[config.mk]
export PLATFORM = sky130hd
export DESIGN_NAME = lift_scan_ctrl
export DESIGN_NICKNAME = d
export VERILOG_FILES = /design/src/rtl/lift_pkg.sv /design/src/rtl/lift_timer.sv /design/src/rtl/lift_scan_ctrl.sv
export SDC_FILE = /design/constraint.sdc
export NUM_CORES = 1
export LEC_CHECK = 0
export ABC_AREA = 1
export BUFFER_PORTS_ARGS = -buffer_cell sky130_fd_sc_hd__buf_2
export CAP_MARGIN = 10
export CORE_UTILIZATION = 63
export CTS_CLUSTER_SIZE = 25
export DETAILED_ROUTE_END_ITERATION = 8
export PLACE_DENSITY = 0.86
export RECOVER_POWER = 100
export SYNTH_ARGS = -nofsm -noshare
export SYNTH_HDL_FRONTEND = slang
export SYNTH_SLANG_ARGS = --single-unit
[constraint.sdc]
create_clock -name clk_i -period 5.43 [get_ports clk_i]
set_input_delay 0.8145 -clock clk_i [delete_from_list [all_inputs] [get_ports clk_i]]
set_output_delay 0.8145 -clock clk_i [all_outputs]
set_load 0.05 [all_outputs]
[src/rtl/lift_pkg.sv]
// Shared types and encodings for the SCAN lift controller.
package lift_pkg;

   typedef enum logic [1:0] {
      IDLE = 2'd0,
      MOVE = 2'd1,
      DOOR = 2'd2
   } state_t;

   localparam logic [1:0] DIR_NONE = 2'b00;
   localparam logic [1:0] DIR_UP   = 2'b01;
   localparam logic [1:0] DIR_DN   = 2'b10;

endpackage

[src/rtl/lift_timer.sv]
// Loadable down-counter shared by the travel and door phases.
// done is high whenever the count has reached zero; a load always wins
// over a decrement, and the counter parks at zero when enabled there.
module lift_timer #(
   parameter int WIDTH = 3
) (
   input  logic             clk,
   input  logic             rst_n,
   input  logic             load,
   input  logic [WIDTH-1:0] load_val,
   input  logic             en,
   output logic             done
);

   logic [WIDTH-1:0] count;

   // Count down from the loaded value, holding at zero.
   always_ff @(posedge clk or negedge rst_n) begin
      if (!rst_n) begin
         count <= '0;
      end else if (load) begin
         count <= load_val;
      end else if (en && (count != '0)) begin
         count <= count - WIDTH'(1);
      end
   end

   assign done = (count == '0);

endmodule

[src/rtl/lift_scan_ctrl.sv]
// Single-car lift controller with a latched request bitmap and SCAN
// scheduling: pending floors ahead are served before the car reverses.
module lift_scan_ctrl
   import lift_pkg::*;
#(
   parameter int N_FLOORS   = 8,
   parameter int FLOOR_W    = $clog2(N_FLOORS),
   parameter int TRAVEL_CYC = 4,
   parameter int DOOR_CYC   = 3
) (
   input  logic                clk_i,
   input  logic                rst_i,
   input  logic                req_valid_i,
   input  logic [FLOOR_W-1:0]  req_floor_i,
   output logic [FLOOR_W-1:0]  cur_floor_o,
   output logic [1:0]          dir_o,
   output logic                moving_o,
   output logic                door_open_o,
   output logic                arrive_o,
   output logic [N_FLOORS-1:0] pending_o,
   output logic                err_o
);

   localparam int MAX_CYC = (TRAVEL_CYC > DOOR_CYC) ? TRAVEL_CYC : DOOR_CYC;
   localparam int TW      = $clog2(MAX_CYC + 1);

   // Timer reload values: the phase ends on the edge that sees zero.
   localparam logic [TW-1:0]      TRAVEL_LD   = TW'(TRAVEL_CYC - 1);
   localparam logic [TW-1:0]      DOOR_LD     = TW'(DOOR_CYC - 1);
   localparam logic [FLOOR_W:0]   FLOOR_LIMIT = (FLOOR_W + 1)'(N_FLOORS);
   localparam logic [FLOOR_W-1:0] TOP_FLOOR   = FLOOR_W'(N_FLOORS - 1);

   state_t              state;
   logic [FLOOR_W-1:0]  cur_floor;
   logic [1:0]          dir;
   logic                moving;
   logic                door_open;
   logic                arrive;
   logic                err;
   logic [N_FLOORS-1:0] pending;

   logic [N_FLOORS-1:0] cur_onehot;
   logic [N_FLOORS-1:0] step_onehot;
   logic [N_FLOORS-1:0] req_onehot;
   logic [N_FLOORS-1:0] below_mask;
   logic [N_FLOORS-1:0] above_mask;
   logic [N_FLOORS-1:0] req_mask;
   logic [FLOOR_W-1:0]  step_floor;
   logic                in_range;
   logic                req_ok;
   logic                door_hit;
   logic                cur_pend;
   logic                step_pend;
   logic                any_above;
   logic                any_below;
   logic                go_up;

   logic                timer_load;
   logic                timer_en;
   logic [TW-1:0]       timer_val;
   logic                timer_done;

   // Floors above and below the car come from masking against the
   // one-hot position, so no per-floor comparators are needed.
   assign cur_onehot  = N_FLOORS'(1) << cur_floor;
   assign below_mask  = cur_onehot - N_FLOORS'(1);
   assign above_mask  = ~(below_mask | cur_onehot);
   assign any_above   = |(pending & above_mask);
   assign any_below   = |(pending & below_mask);
   assign cur_pend    = |(pending & cur_onehot);

   // The floor the car reaches next if it keeps travelling; the one-hot
   // form avoids indexing pending with a possibly out-of-range value.
   assign step_floor  = (dir == DIR_UP) ? (cur_floor + FLOOR_W'(1))
                                        : (cur_floor - FLOOR_W'(1));
   assign step_onehot = (dir == DIR_UP) ? (cur_onehot << 1) : (cur_onehot >> 1);
   assign step_pend   = |(pending & step_onehot);

   // Keep going the same way while work remains there; with no history
   // the car prefers up.
   assign go_up = ((dir == DIR_UP)   && any_above) ||
                  ((dir == DIR_DN)   && !any_below) ||
                  ((dir == DIR_NONE) && any_above);

   // A request for the floor whose door is open is absorbed rather than
   // latched, and keeps the door open longer.
   assign in_range   = ({1'b0, req_floor_i} < FLOOR_LIMIT);
   assign req_ok     = req_valid_i && in_range;
   assign door_hit   = req_ok && (state == DOOR) && (req_floor_i == cur_floor);
   assign req_onehot = N_FLOORS'(1) << req_floor_i;
   assign req_mask   = (req_ok && !door_hit) ? req_onehot : '0;

   // Timer control follows the same decisions the state machine makes,
   // reloading on every phase change and counting otherwise.
   always_comb begin
      timer_load = 1'b0;
      timer_en   = 1'b0;
      timer_val  = TRAVEL_LD;
      case (state)
         IDLE: begin
            if (cur_pend) begin
               timer_load = 1'b1;
               timer_val  = DOOR_LD;
            end else if (|pending) begin
               timer_load = 1'b1;
            end
         end
         MOVE: begin
            if (timer_done) begin
               timer_load = 1'b1;
               if (step_pend) begin
                  timer_val = DOOR_LD;
               end
            end else begin
               timer_en = 1'b1;
            end
         end
         DOOR: begin
            if (door_hit) begin
               timer_load = 1'b1;
               timer_val  = DOOR_LD;
            end else begin
               timer_en = 1'b1;
            end
         end
         default: begin
            timer_load = 1'b0;
         end
      endcase
   end

   lift_timer #(
      .WIDTH (TW)
   ) u_timer (
      .clk      (clk_i),
      .rst_n    (rst_i),
      .load     (timer_load),
      .load_val (timer_val),
      .en       (timer_en),
      .done     (timer_done)
   );

   // Main SCAN state machine with registered outputs and request latch.
   always_ff @(posedge clk_i or negedge rst_i) begin
      if (!rst_i) begin
         state     <= IDLE;
         cur_floor <= '0;
         dir       <= DIR_NONE;
         moving    <= 1'b0;
         door_open <= 1'b0;
         arrive    <= 1'b0;
         err       <= 1'b0;
         pending   <= '0;
      end else begin
         arrive  <= 1'b0;
         err     <= req_valid_i && !in_range;
         pending <= pending | req_mask;
         case (state)
            IDLE: begin
               if (cur_pend) begin
                  pending   <= (pending | req_mask) & ~cur_onehot;
                  state     <= DOOR;
                  door_open <= 1'b1;
                  arrive    <= 1'b1;
               end else if (|pending) begin
                  state  <= MOVE;
                  moving <= 1'b1;
                  dir    <= go_up ? DIR_UP : DIR_DN;
               end
            end
            MOVE: begin
               if (timer_done) begin
                  cur_floor <= step_floor;
                  if (step_pend) begin
                     pending   <= (pending | req_mask) & ~step_onehot;
                     state     <= DOOR;
                     moving    <= 1'b0;
                     door_open <= 1'b1;
                     arrive    <= 1'b1;
                  end
               end
            end
            DOOR: begin
               if (!door_hit && timer_done) begin
                  state     <= IDLE;
                  door_open <= 1'b0;
               end
            end
            default: begin
               state <= IDLE;
            end
         endcase
      end
   end

   assign cur_floor_o = cur_floor;
   assign dir_o       = dir;
   assign moving_o    = moving;
   assign door_open_o = door_open;
   assign arrive_o    = arrive;
   assign pending_o   = pending;
   assign err_o       = err;

   // Travel always has a request ahead, so the car never steps off either end.
   no_step_past_top: assert property (@(posedge clk_i) disable iff (!rst_i)
      (state == MOVE && timer_done && dir == DIR_UP) |-> (cur_floor != TOP_FLOOR));

   no_step_past_bottom: assert property (@(posedge clk_i) disable iff (!rst_i)
      (state == MOVE && timer_done && dir == DIR_DN) |-> (cur_floor != '0));

   floor_in_range: assert property (@(posedge clk_i) disable iff (!rst_i)
      (cur_floor <= TOP_FLOOR));

   move_door_exclusive: assert property (@(posedge clk_i) disable iff (!rst_i)
      !(moving && door_open));

endmodule

==> flow_metrics.tcl, run 1 <==
set metrics [dict create \
    cts_made_buffers 3 \
    coreArea_mm2 0.002829 \
    preCtsSetupSlack_ns 2.957 \
    n_fill_cell 250 \
    setup_viol 0 \
    status "finished, violations left" \
    syn_avg_cell_area_um2 6.830 \
    overflow 0 \
    die_area_mm2 0.003271 \
    synthTopCellsByCount "nand2_1 (71), nand3_1 (33), inv_1 (32)" \
    synth_edf_count 0 \
    crit_type "flop to flop" \
    grt_pass1_vias 1728 \
    holdBufCountCts 0 \
    clk_path_buf_depth 2 \
    skew_ns 0.008019 \
    routedWlPerCell_um 14.50 \
    worst_pin_slew_ns 1.131 \
    violations "design-rule violations" \
    fin_ws_ns 2.797 \
    core.rowCount 19 \
    ys_types 31 \
    port_buffers 21 \
    drive_gt1_frac 0.04682 \
    crit_path_max_fanout 16 \
    stdcell_count 330 \
    post-route-period-util 0.4849 \
    ys_async_sr_fraction 1.000 \
    area_delta_synth_final_pct 4.107 \
    cp.required_ns 5.63 \
    diodes 0 \
    max_slew_margin 0.2458 \
    synth_seq_cells 21 \
    ys_dominant_reg_cell "dfrtp_1" \
    met3_usage 0.02041 \
    busiest_layer "met2" \
    cts.sinks 21 \
    dp.cells 326 \
    synth.top_cell.area_share 0.2738 \
    drc 1 \
    initialDrtViolationCount 148 \
    routabilityCongestion 0.9076 \
    cts_resized 0 \
    gr-usage-met1 0.4633 \
    viasPerCell 5.948 \
    rsz0062_at_grt "false" \
    seq_area_frac_synth 0.2738 \
    grt_use_met2 0.4824 \
    start_util 0.6785 \
    netlist_area_mm2 0.001919 \
    tns_ns 0 \
    vias 1963 \
    final_antenna_net_count 0 \
    dp.final_hpwl_um 3536 \
    grt.total_usage 0.3152 \
    ctsHtreeMaxLevel 1 \
    max_freq_mhz 379.8 \
    synthTopCellsByArea "dfrtp_1 (27%), nand2_1 (14%), ha_1 (9.1%), nand3_1 (8.6%), inv_1 (6.3%)" \
    critPathMaxStageDelay_ns 0.66 \
    antenna_found_initial 0 \
    period_needed_ns 2.633 \
    postSynthCellCount 281 \
    grt_max_degree 22 \
    yosysWarnings 0 \
    fp.dieH_um 57.20 \
    place_area_mm2 0.002019 \
    io_pins 23 \
    clock_latency_ns 0.32 \
    worstPathArrival_ns 2.84 \
    cts_root_buf "clkbuf_4" \
    path_clk_slew_ns 0.12 \
    crit_path_frequent_cell "o21ai_0" \
    synth_largest_area_cell "dfrtp_1" \
    hold_viol_final 0 \
    cts_tree "done" \
    grt_pass1_wl_um 7900 \
    cpMaxStageDelayCell "dfrtp_1" \
    cp_cell_sequence "inv_1 > nand3_1 > ha_1 > o21ai_0 > o21bai_1 > ha_1 > nand2_1 > nand4_1 > nor2_1 > o21ai_0 > nand3_1 > o21ai_0" \
    synth.most_common_cell "nand2_1" \
    drtPass1Iterations 7 \
    cap_violations 0 \
    drv_slew 0 \
    synth_fp_nets 302 \
    min_path_type "flop to flop" \
    design_area_mm2 0.001998 \
    endpoint_kind "flop" \
    wl_um 4786 \
    postCtsSetupBuffers 0 \
    nNetsFinal 321 \
    die_x_um 57.20 \
    startpoint_type "flop" \
]
[logic make-up after synthesis]
group	synth area share
AOI/OAI and AO/OA	0.1551
xor gates and xnor gates	0.009128
adders and majority gates	0.1017
buffers and inverters	0.09127
DFF	0.2738
other	0.001954
and+or+nand+nor	0.3670
[registers in the layout, indices dropped and copies added (netlist names)]
signal and cells:
arrive_o 1, cur_floor_o 3, dir_o 2, door_open_o 1, moving_o 1, pending_o 8, state 2, u_timer.count 3
[layout make-up]
class,count,area (um^2),area share
clock buffer,3,22.52,0.01127
sequential,21,525.5,0.2630
inverter,35,131.4,0.06575
clock inverter,1,5.005,0.002505
multi-input combinational,218,1191,0.5961
tap,31,38.79,0.01941
timing repair buffer,21,83.83,0.04195
[critical path: cells and delay by family (launching register included)]
| family | cells | cell delay, ns |
|---|---|---|
| AOI/OAI and AO/OA | 4 | 0.48 |
| DFF | 1 | 0.66 |
| buffers and inverters | 1 | 0.29 |
| adders and majority gates | 2 | 0.48 |
| and+or+nand+nor | 5 | 0.60 |
[routing by layer]
| layer | part of all wire | up-vias |
|---|---|---|
| li1 | - | 983 |
| met1 | 0.46 | 874 |
| met2 | 0.43 | 95 |
| met3 | 0.089 | 11 |
| met4 | 0.022 | 0 |
| met5 | 0 | - |
[cells in the final DEF, fill, tap and decap left out, types with 3 or more instances in the layout]
master,synthesis,final
and2_1,6,6
a21oi_1,10,10
clkbuf_4,0,3
nand3_1,33,34
inv_1,32,33
o21a_1,9,9
nor2_1,19,20
nand2_1,71,72
clkbuf_1,2,17
ha_1,14,14
o21ai_0,17,17
buf_2,2,4
dfrtp_1,21,21
nand4_1,13,13
o211ai_1,9,9
[final timing paths]
kind                                           end  cells past startpoint                  startpoint  slack [ns]
min                        door_open_o$_DFFE_PN0P_                      2     door_open_o$_DFFE_PN0P_        0.49
max reg2reg                   dir_o[1]$_DFFE_PN0P_                     12  cur_floor_o[2]$_DFFE_PN0P_        2.80
max in group asynchronous   pending_o[5]$_DFF_PN0_                      1                       rst_i        4.08
max                           dir_o[1]$_DFFE_PN0P_                     12  cur_floor_o[2]$_DFFE_PN0P_        2.80
min reg2reg                door_open_o$_DFFE_PN0P_                      2     door_open_o$_DFFE_PN0P_        0.49
min in group asynchronous     dir_o[0]$_DFFE_PN0P_                      1                       rst_i        0.68
[per-stage QoR]
| stage | utilization | hold slack (ns) |
|---|---|---|
| after floorplan | - | 0.4915 |
| after global placement | 0.7138 | 0.4530 |
| after detailed placement | 0.7138 | 0.4563 |
| after CTS | 0.7236 | 0.4353 |
| after global routing | 0.7063 | 0.5028 |
| final | 0.7063 | 0.4856 |
Power of run 1 is not shown: default switching activity piles up to over one toggle a cycle in this logic, so the estimate is an artifact.
==> run 2, diff against run 1 <==
--- a/config.mk
+++ b/config.mk
@@ -8,10 +8,10 @@
 export ABC_AREA = 1
 export BUFFER_PORTS_ARGS = -buffer_cell sky130_fd_sc_hd__buf_2
 export CAP_MARGIN = 10
-export CORE_UTILIZATION = 63
+export CORE_UTILIZATION = 58
 export CTS_CLUSTER_SIZE = 25
 export DETAILED_ROUTE_END_ITERATION = 8
-export PLACE_DENSITY = 0.86
+export PLACE_DENSITY = 0.81
 export RECOVER_POWER = 100
 export SYNTH_ARGS = -nofsm -noshare
 export SYNTH_HDL_FRONTEND = slang
==> constraint.sdc (replaced) <==
create_clock -name clk_i -period 2.7 [get_ports clk_i]
set_input_delay 0.405 -clock clk_i [delete_from_list [all_inputs] [get_ports clk_i]]
set_output_delay 0.405 -clock clk_i [all_outputs]
set_load 0.05 [all_outputs]
==> run 2 against run 1 <==
The run now ends clean. Critical endpoint unchanged. Via count rose by 3.9%. Critical path depth did not move. Non-clock buffer count rose by 6. Register-to-register slack got worse by 2.3 ns. Utilization fell by 3.5 points.
==> flow_metrics.tcl, run 2 (same netlist as run 1, synthesis figures left out) <==
set metrics [dict create \
    status "finished clean" \
    rr_startpoint "cur_floor_o[1]$_DFFE_PN0P_" \
    final_antenna_net_count 0 \
    rsz0062_at_grt "false" \
    grt_pass1_vias 1912 \
    r2r_slack_ns 0.47 \
    cp.required_ns 2.91 \
    wl_um 5157 \
    clk_path_buf_depth 2 \
    largest_reg_flops 8 \
    critPathMaxStageDelay_ns 0.49 \
    crit_type "flop to flop" \
    overflow 0 \
    crit_path_max_fanout 7 \
    cts.sinks 21 \
    final_cell_mix "nand2_1 (71), nand3_1 (33), inv_1 (32), dfrtp_1 (21), nor2_1 (19)" \
    ctsHtreeMaxLevel 1 \
    stdcell_count 349 \
    die_area_mm2 0.003543 \
    post-route-period-util 0.8246 \
    n_fill_cell 322 \
    diodes 0 \
    worstPathArrival_ns 2.43 \
    area_delta_synth_final_pct 8.540 \
    worst_pin_slew_ns 1.199 \
    top_layer "met4" \
    setup_viol 0 \
    cpMaxStageDelayCell "dfrtp_1" \
    r2r_end "dir_o[1]$_DFFE_PN0P_" \
    drive_gt1_frac 0.07541 \
    max_freq_mhz 449.1 \
    wl_met2_um 2345 \
    routabilityCongestion 1.050 \
    r2r_cells 12 \
    skew_ns 0.002353 \
    grt.total_usage 0.3268 \
    fp.dieH_um 59.53 \
    postCtsSetupBuffers 0 \
    core.rowCount 20 \
    die_x_um 59.53 \
    min_path_type "primary input to asynchronous set/reset pin" \
    endpoint_kind "flop" \
    period_needed_ns 2.227 \
    cts_made_buffers 3 \
    drc 0 \
    clock_latency_ns 0.32 \
    max_slew_margin 0.2004 \
    dp.cells 345 \
    port_buffers 21 \
    antenna_found_initial 0 \
    drtPass1Iterations 5 \
    worst-path-buf-inv 1 \
    layout_commonest_cell "nand2_1" \
    cap_violations 0 \
    initialDrtViolationCount 147 \
    nNetsFinal 327 \
    met3_length_um 407 \
    whs_ns 0.2953 \
    cp_cell_sequence "inv_2 > nand3_1 > ha_1 > o21ai_0 > o21bai_1 > ha_1 > nand2_1 > nand4_1 > nor2_1 > o21ai_0 > nand3_1 > o21ai_0" \
    hold_viol_final 0 \
    vias 2039 \
    dp.final_hpwl_um 4067 \
    start_util 0.6185 \
    drv_slew 0 \
    path_clk_slew_ns 0.13 \
    cpLargestDelayFamily "simple AND/OR/NAND/NOR gates" \
    grt_pass1_wl_um 8638 \
    cts_root_buf "clkbuf_4" \
    crit_path_frequent_cell "o21ai_0" \
    coreArea_mm2 0.003103 \
    grt_max_degree 22 \
    cts_tree "done" \
    viasPerCell 5.842 \
    routedWlPerCell_um 14.78 \
    wl_met1_um 2247 \
    tns_ns 0 \
    io_pins 23 \
    startpoint_type "flop" \
    cts_resized 0 \
    holdBufCountCts 0 \
]
## run 2: how the worst max path moves through the flow
stage / startpoint / to / slack, ns / cells after the start
floorplan: cur_floor_o[2]$_DFFE_PN0P_ / dir_o[1]$_DFFE_PN0P_ / 0.36 / 12
global placement: cur_floor_o[1]$_DFFE_PN0P_ / dir_o[1]$_DFFE_PN0P_ / 0.54 / 12
detailed placement: cur_floor_o[1]$_DFFE_PN0P_ / dir_o[1]$_DFFE_PN0P_ / 0.51 / 12
CTS: cur_floor_o[1]$_DFFE_PN0P_ / dir_o[1]$_DFFE_PN0P_ / 0.50 / 12
global route: cur_floor_o[1]$_DFFE_PN0P_ / dir_o[1]$_DFFE_PN0P_ / 0.26 / 12
finish: cur_floor_o[1]$_DFFE_PN0P_ / dir_o[1]$_DFFE_PN0P_ / 0.47 / 12
## run 2: cell type report
| class | count | area, um^2 | area share |
|---|---|---|---|
| Timing Repair Buffer | 27 | 125.1 | 0.06006 |
| Multi-Input combinational cell | 218 | 1219 | 0.5850 |
| Tap cell | 44 | 55.05 | 0.02643 |
| Clock inverter | 1 | 5.005 | 0.002402 |
| Clock buffer | 3 | 22.52 | 0.01081 |
| Sequential cell | 21 | 525.5 | 0.2523 |
| Inverter | 35 | 131.4 | 0.06306 |
## run 2: through the flow
stage	setup WS (ns)	utilization	cell area (um^2)
5_1_grt	0.2623	0.6714	2083
6_report	0.4735	0.6714	2083
2_1_floorplan	0.3621	-	1919
3_3_place_gp	0.5396	0.6706	2081
4_1_cts	0.4968	0.6794	2108
3_5_place_dp	0.5110	0.6706	2081
## run 2: per-layer routing
layer,vias up,GRT usage
met1,927,0.4319
met5,-,0
met4,0,0.1329
li1,996,-
met3,21,0.08297
met2,95,0.5088
## run 2: worst register-to-register path, delay by kind of cell (launching register included)
family | cells | cell delay, ns
buffers and inverters | 1 | 0.15
adder cells (fa/ha/maj) | 2 | 0.52
AND/OR/NAND/NOR | 5 | 0.54
AO/OA/AOI/OAI | 4 | 0.43
flip-flops | 1 | 0.49
Power of run 2 is left out for the same reason.
==> run 3, diff against run 2 <==
--- a/config.mk
+++ b/config.mk
@@ -5,13 +5,13 @@
 export SDC_FILE = /design/constraint.sdc
 export NUM_CORES = 1
 export LEC_CHECK = 0
-export ABC_AREA = 1
+export ABC_AREA = 0
 export BUFFER_PORTS_ARGS = -buffer_cell sky130_fd_sc_hd__buf_2
 export CAP_MARGIN = 10
-export CORE_UTILIZATION = 58
+export CORE_UTILIZATION = 53
 export CTS_CLUSTER_SIZE = 25
 export DETAILED_ROUTE_END_ITERATION = 8
-export PLACE_DENSITY = 0.81
+export PLACE_DENSITY = 0.78
 export RECOVER_POWER = 100
 export SYNTH_ARGS = -nofsm -noshare
 export SYNTH_HDL_FRONTEND = slang
==> constraint.sdc (replaced) <==
create_clock -name clk_i -period 1.8 [get_ports clk_i]
set_input_delay 0.27 -clock clk_i [delete_from_list [all_inputs] [get_ports clk_i]]
set_output_delay 0.27 -clock clk_i [all_outputs]
set_load 0.05 [all_outputs]
==> run 3 against run 2 <==
The flow now finishes with violations (negative setup slack). First-iteration DRC count grew 98%. Design area grew 34%. Final cell count is 5.4% lower. Worst hold slack better by 0.093 ns. Fmax grew 5.2%. Routed wire length up 25%. Global-route usage grew 1.3 points. Die area is 5.3% higher. Clock-buffer cell count unchanged. Via count up 1.2%. Area after synthesis decreased by 3.6%.
==> flow_metrics.tcl, run 3 <==
set metrics [dict create \
    grt_pass1_wl_um 9094 \
    synth_seq_cells 21 \
    synth_adder_area_share 0.1055 \
    fp.dieH_um 61.09 \
    worstPathArrival_ns 2.35 \
    largest_reg_flops 8 \
    io_pins 23 \
    worst_pin_slew_ns 1.178 \
    r2r_end "dir_o[1]$_DFFE_PN0P_" \
    postSynthCellCount 211 \
    synth_compound_gate_area_share 0.2015 \
    vias 2064 \
    ys_dominant_reg_cell "dfrtp_1" \
    hold_depth 3 \
    synth_largest_area_cell "dfrtp_1" \
    viasPerCell 6.255 \
    layout_commonest_cell "buf_4" \
    post-route-period-util 1.175 \
    area_delta_synth_final_pct 50.37 \
    cts_tree "done" \
    cts_root_buf "clkbuf_4" \
    muxShareOfSynthArea 0.07573 \
    synthTopCellsByCount "nand2_1 (26), dfrtp_1 (21), ha_1 (14)" \
    grt_pass1_vias 1855 \
    path_clk_slew_ns 0.13 \
    diodes 0 \
    syn_avg_cell_area_um2 8.770 \
    wl_um 6466 \
    violations "negative setup slack" \
    drtPass1Iterations 5 \
    dp.cells 320 \
    seq_area_frac_synth 0.2840 \
    place_area_mm2 0.002401 \
    clock_latency_ns 0.32 \
    routedWlPerCell_um 19.59 \
    rsz0062_at_grt "true" \
    setup_viol 18 \
    synth_top_family_by_area "simple AND/OR/NAND/NOR gates" \
    endpoint_kind "flop" \
    drive_gt1_frac 0.4894 \
    status "finished, violations left" \
    start_util 0.5546 \
    core.rowCount 21 \
    synthTopCellsByArea "dfrtp_1 (28%), ha_1 (9.5%), nand2_1 (5.3%), a21oi_1 (3.5%), a31oi_1 (3.0%)" \
    cts.sinks 21 \
    period_needed_ns 2.116 \
    initialDrtViolationCount 291 \
    final_cell_mix "buf_4 (48), nand2_1 (18), dfrtp_1 (17), inv_1 (12), nor2_1 (12)" \
    max_freq_mhz 472.7 \
    grt_max_degree 22 \
    hold_path_end "pending_o[2]$_DFF_PN0_" \
    preCtsSetupSlack_ns -0.3779 \
    cts_made_buffers 3 \
    rr_startpoint "cur_floor_o[2]$_DFFE_PN0P_" \
    coreArea_mm2 0.003337 \
    design_area_mm2 0.002783 \
    drv_slew 0 \
    dp.final_hpwl_um 4228 \
    synth_fp_nets 232 \
    cap_violations 0 \
    max_slew_margin 0.2148 \
    ys_async_sr_fraction 1.000 \
    clk_path_buf_depth 2 \
    fin_ws_ns -0.3157 \
    synth-simple-area-share 0.2279 \
    crit_type "flop to flop" \
    r2r_slack_ns -0.32 \
    skew_ns 0.005227 \
    routabilityCongestion 1.007 \
    synth.top_cell.area_share 0.2840 \
    crit_path_max_fanout 5 \
    grt.total_usage 0.3394 \
    yosysWarnings 0 \
    die_x_um 61.09 \
    r2r_cells 7 \
    nNetsFinal 306 \
    port_buffers 21 \
    stdcell_count 330 \
    overflow 0 \
    drc 0 \
    final_antenna_net_count 0 \
    die_area_mm2 0.003732 \
    hold_viol_final 0 \
    ys_types 57 \
    ctsHtreeMaxLevel 1 \
    startpoint_type "flop" \
    synth-xor-area-share 0.04192 \
    hold_start "req_floor_i[1]" \
    synth_edf_count 0 \
    min_path_type "primary input to flop" \
    antenna_found_initial 0 \
    cp.required_ns 2.03 \
    synth.most_common_cell "nand2_1" \
    netlist_area_mm2 0.001851 \
]
==> run 3: routing by layer <==
layer  wire length (um)  global-route usage  part of all wire  vias up
met2               2972              0.5280              0.46      155
met3                618             0.06303             0.096       33
met1               2599              0.4730              0.40      965
met5                  0                   0                 0        -
li1                   -                   -                 -      911
met4                276              0.1201             0.043        0
==> run 3: layout make-up <==
cell class	count	area [um^2]
multi-input cells	166	1541
repair buffers	79	568.0
fillers	191	554.3
flip-flops and latches	21	530.5
inverters	14	57.56
well taps	46	57.56
clock buffers	3	22.52
clock inverters	1	5.005
==> run 3: worst max-delay path, cell delays in order (launching register included) <==
cell	delay [ns]
dfrtp_2	0.47
or3_4	0.40
ha_4	0.19
nand2_2	0.09
ha_4	0.21
a221oi_2	0.24
a31oi_1	0.14
mux2_4	0.28
==> run 3: through the flow <==
step                utilization  TNS, ns  hold WS [ns]
finish                   0.8339   -3.183        0.3879
global route             0.8339   -4.329        0.4068
CTS                      0.7867   -2.538        0.3632
detailed placement       0.7195   -2.880        0.2592
global placement         0.7195   -2.331        0.2596
floorplan                     -   -4.024      -0.02559
==> run 3: logic make-up (layout without fill, tap and decap cells) <==
kind of cell	Yosys count	in the layout
adder cells (fa/ha/maj)	15	15
flip-flops	21	21
multiplexers	10	10
AND/OR/NAND/NOR	78	78
XOR/XNOR	8	8
buffers and inverters	24	97
other	1	1
AO/OA/AOI/OAI	54	54
==> run 3: worst max-delay path by stage <==
| stage | from | end | slack [ns] | cells after the start |
|---|---|---|---|---|
| detailed placement | cur_floor_o[1]$_DFFE_PN0P_ | dir_o[1]$_DFFE_PN0P_ | -0.38 | 10 |
| floorplan | cur_floor_o[1]$_DFFE_PN0P_ | dir_o[1]$_DFFE_PN0P_ | -0.63 | 11 |
| CTS | cur_floor_o[2]$_DFFE_PN0P_ | dir_o[1]$_DFFE_PN0P_ | -0.29 | 9 |
| finish | cur_floor_o[2]$_DFFE_PN0P_ | dir_o[1]$_DFFE_PN0P_ | -0.32 | 7 |
| global route | cur_floor_o[0]$_DFFE_PN0P_ | dir_o[1]$_DFFE_PN0P_ | -0.38 | 7 |
| global placement | cur_floor_o[1]$_DFFE_PN0P_ | dir_o[1]$_DFFE_PN0P_ | -0.27 | 8 |
==> run 3: repair_timing <==
| item | in CTS | in global routing |
|---|---|---|
| endpoints found under the hold margin | 21 | 0 |
| setup endpoints to repair | 18 | 18 |
| resized for setup | 29 | 32 |
| hold buffers | 1 | 0 |
| pin swaps | 15 | 15 |
| setup buffers | 4 | 2 |
Power of run 3 is left out for the same reason.
